File: config.mk
export PLATFORM = sky130hd
export DESIGN_NAME = serial_subtractor_4bits
export DESIGN_NICKNAME = d
export VERILOG_FILES = /design/src/rtl/alu_pkg.sv /design/src/rtl/full_adder.sv /design/src/rtl/serial_subtractor_4bits.sv
export SDC_FILE = /design/constraint.sdc
export NUM_CORES = 1
export LEC_CHECK = 0
export BUFFER_PORTS_ARGS = -buffer_cell sky130_fd_sc_hd__buf_2
export CORE_MARGIN = 10
export CORE_UTILIZATION = 35
export DETAILED_ROUTE_END_ITERATION = 16
export GPL_TIMING_DRIVEN = 0
export PLACE_DENSITY = 0.54
export SYNTH_ARGS = -nofsm -noshare
export SYNTH_HDL_FRONTEND = slang
export SYNTH_SLANG_ARGS = --single-unit
File: constraint.sdc
create_clock -name clk -period 2.5 [get_ports clk]
set_clock_uncertainty 0.15 [all_clocks]
set_input_delay 0.375 -clock clk [delete_from_list [all_inputs] [get_ports clk]]
set_output_delay 0.375 -clock clk [all_outputs]
set_load 0.01 [all_outputs]
File: src/rtl/alu_pkg.sv
// Shared ALU definitions: FSM state encodings, default datapath width and opcodes.
package alu_pkg;

    localparam int unsigned DEFAULT_WIDTH = 4;

    localparam logic [1:0] ST_IDLE = 2'd0;
    localparam logic [1:0] ST_RUN  = 2'd1;
    localparam logic [1:0] ST_DONE = 2'd2;

    localparam logic [2:0] OP_SUM = 3'd0;
    localparam logic [2:0] OP_SUB = 3'd1;

    typedef enum logic [1:0] {
        StIdle = ST_IDLE,
        StRun  = ST_RUN,
        StDone = ST_DONE
    } sub_state_t;

endpackage

File: src/rtl/full_adder.sv
// One-bit full-adder cell, used as the bit-slice of the serial datapaths.
module full_adder (
    input  logic a,
    input  logic b,
    input  logic ci,
    output logic s,
    output logic co
);

    assign s  = a ^ b ^ ci;
    assign co = (a & b) | (a & ci) | (b & ci);

endmodule

File: src/rtl/serial_subtractor_4bits.sv
// Bit-serial a - b, LSB first, via one full-adder cell with inverted b and carry-in of 1.
// Results and flags are registered and held until the next operation completes.
module serial_subtractor_4bits
    import alu_pkg::*;
#(
    parameter int unsigned WIDTH = DEFAULT_WIDTH
) (
    input  logic             clk,
    input  logic             rst,
    input  logic             start,
    input  logic [WIDTH-1:0] a,
    input  logic [WIDTH-1:0] b,
    output logic             busy,
    output logic             done,
    output logic [WIDTH-1:0] diff,
    output logic             borrow,
    output logic             ovf
);

    localparam int unsigned CntW = $clog2(WIDTH);

    sub_state_t       r_state;
    logic [WIDTH-1:0] r_sa;
    logic [WIDTH-1:0] r_sb;
    logic [WIDTH-1:0] r_res;
    logic [CntW-1:0]  r_cnt;
    logic             r_c;
    logic             r_busy;
    logic             r_done;
    logic [WIDTH-1:0] r_diff;
    logic             r_borrow;
    logic             r_ovf;

    logic w_s;
    logic w_co;

    full_adder u_full_adder (
        .a  (r_sa[0]),
        .b  (r_sb[0]),
        .ci (r_c),
        .s  (w_s),
        .co (w_co)
    );

    always_ff @(posedge clk or posedge rst) begin
        if (rst) begin
            r_state  <= StIdle;
            r_sa     <= '0;
            r_sb     <= '0;
            r_res    <= '0;
            r_cnt    <= '0;
            r_c      <= 1'b0;
            r_busy   <= 1'b0;
            r_done   <= 1'b0;
            r_diff   <= '0;
            r_borrow <= 1'b0;
            r_ovf    <= 1'b0;
        end else begin
            case (r_state)
                StIdle, StDone: begin
                    r_done <= 1'b0;
                    if (start) begin
                        r_sa    <= a;
                        r_sb    <= ~b;
                        r_c     <= 1'b1;
                        r_cnt   <= '0;
                        r_busy  <= 1'b1;
                        r_state <= StRun;
                    end else begin
                        r_state <= StIdle;
                    end
                end
                StRun: begin
                    r_sa  <= r_sa >> 1;
                    r_sb  <= r_sb >> 1;
                    r_c   <= w_co;
                    r_res <= {w_s, r_res[WIDTH-1:1]};
                    r_cnt <= r_cnt + CntW'(1);
                    if (r_cnt == CntW'(WIDTH - 1)) begin
                        // Overflow uses the carry into the MSB, i.e. the pre-update carry.
                        r_diff   <= {w_s, r_res[WIDTH-1:1]};
                        r_borrow <= ~w_co;
                        r_ovf    <= r_c ^ w_co;
                        r_busy   <= 1'b0;
                        r_done   <= 1'b1;
                        r_state  <= StDone;
                    end
                end
                default: r_state <= StIdle;
            endcase
        end
    end

    assign busy   = r_busy;
    assign done   = r_done;
    assign diff   = r_diff;
    assign borrow = r_borrow;
    assign ovf    = r_ovf;

endmodule

==> summary.md, run 1 <==
| Metric | Value |
|---|---|
| CP delay by family, top | `adder cells` |
| Num CTS Buffers | `3` |
| Row count | `20` |
| Initial antenna violation count | `0` |
| Pwr dens | `1270 mW/mm²` |
| Vias in the first global route | `766` |
| Synth async-reset ratio | `100%` |
| Clock Pin Slew Worst Setup and Hold Paths | `140 ps` |
| Total Routed Length | `2090 µm` |
| Final setup margin | `1020 ps` |
| Synthesis Warnings | `0` |
| Maximum VDD drop | `0.411 mV` |
| CTS resizes | `0` |
| Worst reg2reg path startpoint | `r_c` |
| Final Non-Filler Cells | `164` |
| Die Y | `76.3 µm` |
| Fmax | `677 MHz` |
| RSZ-0062 raised after global routing | `no` |
| Number of nets in the layout | `134` |
| Reg-to-reg slack, setup | `1020 ps` |
| Total track usage | `7.91%` |
| Post-synthesis cell type count | `28` |
| DRT iter0 DRCs | `28` |
| Slew HR | `39.4%` |
| Most used DFF post-synth | `dfrtp_1` |
| Post-Synthesis Cells | `98` |
| FF-to-FF End | `borrow` |
| Core area | `0.00305 mm²` |
| Flops & latches, synth | `24` |
| Routability cong. | `0.717` |
| Grt ovf | `0` |
| ANT cells | `0` |
| Global-route wire length before repair | `3750 µm` |
| Final HPWL DP | `1530 µm` |
| Worst hold path class | `in2async` |
| CP max FO | `3` |
| Yosys top cell area share | `54.1%` |
| Setup CP Type | `reg2reg` |
| Largest net degree at the start of global routing | `25` |
| Leak | `0.655 nW` |
| Worst-skew pair later-pin latency | `320 ps` |
| Origin of the worst setup path | `r_c` |
| Place WS | `1050 ps` |
| Post-route clock period utilization | `59.1%` |
| Initial DRT Pass Iterations | `3` |
| Crit path arrival time | `1560 ps` |
| Required @ worst endpoint | `2580 ps` |
| Area leader, netlist | `dfrtp_1` |
| Cell area after synthesis | `0.00111 mm²` |
| Register area share after synthesis | `54.1%` |
| Mean Syn Cell Area | `11.3 µm²` |
| Synth cell count leaders | `dfrtp_1, nand2_1, o21ai_0` |
| Worst Reg-to-Reg Cells | `3` |
| Largest cells by area after synthesis | `dfrtp_1, mux2_4, mux2i_1` |
| Starting density of the core | `36.4%` |
| Total negative slack | `0 ps` |
| Setup bufs post-CTS | `0` |
| CP endpoint | `borrow` |
| Filler cells | `319` |
| CP peak stage delay | `480 ps` |
| Hold Fails Final Rpt | `0` |
| Layout cells sized above 1 | `30.0%` |
| Vias | `741` |
| IO Count | `19` |
| Buf+Inv Stages, Crit Path | `1` |
| Min cycle time layout | `1480 ps` |
| CTS tree | `built` |
| Final Slew Violations | `0` |
| Final Setup Violations | `0` |
| Post-synth EDFFs | `0` |
| Most common cell in the netlist | `dfrtp_1` |
| Dpl cells | `160` |
| Die area | `0.00582 mm²` |
| Drt drc | `0` |
| Syn Nets | `111` |
| Endpoint class of the critical path | `flip-flop` |
| Clock tree root driver cell | `clkbuf_4` |
| Synth-to-Final Area Change | `17.8%` |
| I/O Buffers | `18` |
| Deepest clock path buffer count | `2` |
| H-tree level count | `1` |
| Crit path depth | `3` |
| Crit start category | `flip-flop` |
| Hold-fix buffers at CTS | `0` |
| Outcome | `complete, no violations` |
| WL/cell | `12.7 µm` |
| Die X | `76.3 µm` |
| CP cell instances | `inv_1 > fa_1 > mux2_4` |
| Overall power | `1.66 mW` |
| Routed Antenna Nets | `0` |
| Post-layout util | `42.8%` |
| Worst Tran Pin Value | `908 ps` |
| CTS sink cnt | `24` |
| Avg Vias per Cell | `4.52` |
| Maxcap violations | `0` |
| CP max-delay cell | `fa_1` |
-- through the flow --
step	hold slack (ps)	cell area, µm²
2_1_floorplan	240	1110
3_3_place_gp	311	1250
3_5_place_dp	317	1250
4_1_cts	113	1310
5_1_grt	132	1310
6_report	75.1	1310
-- layout by cell type, fill, tap and decap left out --
cell type / Yosys / routed
dfrtp_1: 24 / 24
buf_2: 3 / 21
nand2_1: 13 / 13
o21ai_0: 9 / 9
inv_1: 5 / 5
mux2i_1: 5 / 5
nor2_1: 4 / 4
mux2_4: 4 / 4
nor2b_1: 4 / 4
a21oi_1: 3 / 3
clkbuf_4: 0 / 3
a22o_1: 2 / 2
o21a_1: 2 / 2
nand2b_1: 2 / 2
nor3_1: 2 / 2
nand3_1: 2 / 2
a211oi_1: 2 / 2
buf_4: 1 / 1
nor2b_2: 1 / 1
buf_6: 1 / 1
nor2b_4: 1 / 1
nand3b_4: 1 / 1
xor2_1: 1 / 1
and2b_2: 1 / 1
a22oi_1: 1 / 1
o22ai_1: 1 / 1
mux2_2: 1 / 1
fa_1: 1 / 1
ha_1: 1 / 1
bufinv_16: 0 / 1
-- flip-flops by register name, summed over array words and instances, names as in the netlist --
| name | flops |
|---|---|
| r_c | 1 |
| r_state | 2 |
| ovf | 1 |
| busy | 1 |
| diff | 4 |
| done | 1 |
| r_cnt | 2 |
| r_sa | 4 |
| r_sb | 4 |
| borrow | 1 |
| r_res | 3 |
-- power breakdown --
part	internal [mW]	switching [mW]
registers	0.571	0.0980
clock network	0.162	0.122
logic	0.353	0.357
total	1.09	0.577
-- layer usage --
layer	routed length (µm)	GRT usage, %
met4	52	5.02
met2	910	11.1
met5	0	0
met1	981	9.86
met3	146	2.95
-- cell families (layout without fill, tap and decap cells) --
family	after synthesis	after routing	share of synthesized area, %
simple gates	31	31	15.6
xor+xnor	1	1	0.789
compound gates	20	20	10.9
mux	10	10	10.9
fa+ha+maj	2	2	2.93
buf+inv	10	32	4.74
flops	24	24	54.1
-- area by class of cell --
class	instances	area (µm²)	share of cell area, %
well taps	44	55.1	4.21
flip-flops and latches	24	601	45.9
inverters	5	18.8	1.44
plain buffers	5	33.8	2.58
clock inverters	1	30.0	2.30
repair buffers	18	90.1	6.89
clock buffers	3	22.5	1.72
multi-input cells	64	457	34.9
-- worst min-delay path by stage --
stage | endpoint | slack (ps) | cells past startpoint
after floorplan | borrow | 240 | 1
after global placement | diff[3] | 310 | 2
after detailed placement | diff[3] | 320 | 2
after CTS | r_res[2] | 110 | 2
after global routing | r_sa[3] | 130 | 2
final | r_sa[1] | 80 | 2
(Power assumes the default switching activity.)
==> inputs of run 2 (changes only) <==
--- a/config.mk
+++ b/config.mk
@@ -10,7 +10,7 @@
 export CORE_UTILIZATION = 35
 export DETAILED_ROUTE_END_ITERATION = 16
 export GPL_TIMING_DRIVEN = 0
-export PLACE_DENSITY = 0.54
+export PLACE_DENSITY = 0.56
 export SYNTH_ARGS = -nofsm -noshare
 export SYNTH_HDL_FRONTEND = slang
 export SYNTH_SLANG_ARGS = --single-unit
==> constraint.sdc (replaced) <==
create_clock -name clk -period 1.3 [get_ports clk]
set_clock_uncertainty 0.15 [all_clocks]
set_input_delay 0.195 -clock clk [delete_from_list [all_inputs] [get_ports clk]]
set_output_delay 0.195 -clock clk [all_outputs]
set_load 0.01 [all_outputs]
==> run 2 against run 1 <==
  * The flow now finishes with violations (hold timing, setup timing)
  * Power is 110% higher
  * Critical path depth stayed put
  * Count of clock-buffer cells in the layout stayed put
  * Sequential cell count stayed put
  * Final cell count is 7.9% higher
  * Die area stayed put
  * Sequential share of layout area is 4.6 points lower
  * Via count is 7.3% higher
  * Critical endpoint unchanged
  * Largest cell class unchanged
==> summary.md, run 2 (synthesized netlist as in run 1, its figures left out) <==
| Metric | Value |
|---|---|
| Vias in the first global route | `839 (+9.5%)` |
| Leak | `0.720 nW (+9.9%)` |
| Number of nets in the layout | `147 (+9.7%)` |
| Final instance area | `0.00145 mm² (+11%)` |
| Place WS | `-104 ps (-1150 ps)` |
| Setup CP Type | `reg2reg` |
| Commonest non-fill, non-tap cell in the layout | `dfrtp_1` |
| Row count | `20 (unchanged)` |
| Worst reg2reg path startpoint | `r_sa[0]` |
| DRT iter0 DRCs | `42 (+50%)` |
| Clock tree root driver cell | `clkbuf_4` |
| Routability cong. | `0.718 (+0.22%)` |
| IO Count | `19 (unchanged)` |
| Post-route clock period utilization | `105% (+46 points)` |
| Die Y | `76.3 µm (unchanged)` |
| Crit path arrival time | `1430 ps (-130 ps)` |
| Crit start category | `flip-flop` |
| CP max FO | `3 (unchanged)` |
| Slew HR | `38.6% (-0.77 points)` |
| Filler cells | `307 (-3.8%)` |
| RSZ-0062 raised after global routing | `yes` |
| Global-route wire length before repair | `3920 µm (+4.6%)` |
| Initial antenna violation count | `0 (unchanged)` |
| Deepest clock path buffer count | `2 (unchanged)` |
| CTS sink cnt | `24 (unchanged)` |
| Final Setup Violations | `7 (+7)` |
| Pwr dens | `2450 mW/mm² (+93%)` |
| Reg-to-reg slack, setup | `-60 ps (-1090 ps)` |
| I/O Buffers | `18 (unchanged)` |
| Worst Reg-to-Reg Cells | `3 (unchanged)` |
| Total negative slack | `-203 ps (-203 ps)` |
| Die X | `76.3 µm (unchanged)` |
| Worst-skew pair later-pin latency | `310 ps (about the same)` |
| Avg Vias per Cell | `4.49 (-0.59%)` |
| Routed Antenna Nets | `0 (unchanged)` |
| CP endpoint | `borrow` |
| Starting density of the core | `36.4% (unchanged)` |
| Fmax | `733 MHz (+8.4%)` |
| ANT cells | `0 (unchanged)` |
| Num CTS Buffers | `3 (unchanged)` |
| Worst Tran Pin Value | `920 ps (+11.5 ps)` |
| H-tree level count | `1 (unchanged)` |
| WHS | `-95.1 ps (-170 ps)` |
| Hold-fix buffers at CTS | `4 (+4)` |
| Grt ovf | `0 (unchanged)` |
| Vias | `795 (+7.3%)` |
| Total Routed Length | `2260 µm (+7.9%)` |
| Worst hold path class | `in2async` |
| WL/cell | `12.7 µm (about the same)` |
| Synth-to-Final Area Change | `30.8%` |
| Largest net degree at the start of global routing | `25 (unchanged)` |
| Final setup margin | `-63.3 ps (-1090 ps)` |
| Maximum VDD drop | `0.835 mV (+100%)` |
| Initial DRT Pass Iterations | `4 (+1)` |
| Maxcap violations | `0 (unchanged)` |
| Final Slew Violations | `0 (unchanged)` |
| Required @ worst endpoint | `1370 ps (-1210 ps)` |
| CTS tree | `built` |
| Clock Pin Slew Worst Setup and Hold Paths | `130 ps (about the same)` |
| Layout cells sized above 1 | `38.3% (+8.3 points)` |
| Die area | `0.00582 mm² (unchanged)` |
| Origin of the worst setup path | `r_sa[0]` |
| Outcome | `finished with violations` |
| Post-DP Area | `0.00126 mm² (+0.40%)` |
| Hold Fails Final Rpt | `24 (+24)` |
| Final HPWL DP | `1560 µm (+2.0%)` |
| Failing checks | `hold timing, setup timing` |
| Core area | `0.00305 mm² (unchanged)` |
| Endpoint class of the critical path | `flip-flop` |
| FF-to-FF End | `borrow` |
| Drt drc | `0 (unchanged)` |
| Most frequent cells in the layout | `dfrtp_1, buf_2, nand2_1` |
| Total track usage | `8.01% (+0.10 points)` |
| Min cycle time layout | `1360 ps (-114 ps)` |
## run 2: cell types whose count changed in the layout (fill, tap and decap cells not counted), moves of 2 or more
cell and change:
buf_4 +9, o21ai_1 +3, inv_2 +2, dlygate4sd3_1 +4, inv_1 -2, o21ai_0 -4
## run 2: area by class of cell
class | count | area (µm²) | area share [%]
clock inverter | 1 | 30.0 | 2.07
multi-input combinational | 64 | 487 | 33.5
sequential | 24 | 601 | 41.4
timing repair buffer | 31 | 198 | 13.6
clock buffer | 3 | 22.5 | 1.55
inverter | 5 | 18.8 | 1.29
tap | 44 | 55.1 | 3.79
buffer | 5 | 40.0 | 2.76
## run 2: worst min path at each step
| stage | from | endpoint | slack (ps) | depth (start not counted) |
|---|---|---|---|---|
| after detailed placement | rst | r_sb[3] | 290 | 2 |
| after floorplan | rst | borrow | 60 | 1 |
| final | rst | r_sb[3] | -100 | 2 |
| after CTS | rst | diff[3] | -60 | 2 |
| after global routing | rst | diff[2] | -20 | 2 |
| after global placement | rst | r_sb[3] | 280 | 2 |
## run 2: repair_timing
| action | CTS | global route |
|---|---|---|
| cloned | 0 | 0 |
| endpoints found under the hold margin | 28 | 24 |
| resized for setup | 6 | 6 |
| pin swaps | 4 | 0 |
| setup buffers | 8 | 1 |
| setup endpoints to repair | 8 | 13 |
## run 2: through the flow
step / instances / power (mW) / hold slack, ps / utilization, %
2_1_floorplan: 98 / 2.35 / 59.6 / -
3_3_place_gp: 160 / 2.69 / 283 / 41.3
3_5_place_dp: 160 / 2.74 / 288 / 41.3
4_1_cts: 176 / 3.49 / -60.4 / 46.7
5_1_grt: 177 / 3.87 / -19.7 / 47.5
6_report: 177 / 3.56 / -95.1 / 47.5
## run 2: where the power goes
| part | internal, mW | leakage [nW] | switching [mW] |
|---|---|---|---|
| Combinational | 0.904 | 0.400 | 0.799 |
| Clock | 0.312 | 0.0279 | 0.231 |
| Sequential | 1.10 | 0.293 | 0.215 |
## run 2: critical path, stage by stage (launching register included)
cell,delay (ps)
dfrtp_1,380
inv_2,50
fa_2,410
mux2_4,280
## run 2: per-layer routing
metal	global-route usage, %	vias to the layer above	routed length, µm
met1	9.88	379	1060
met2	12.6	11	1060
met5	0	-	0
met4	3.90	0	33
li1	-	401	-
met3	2.12	4	100
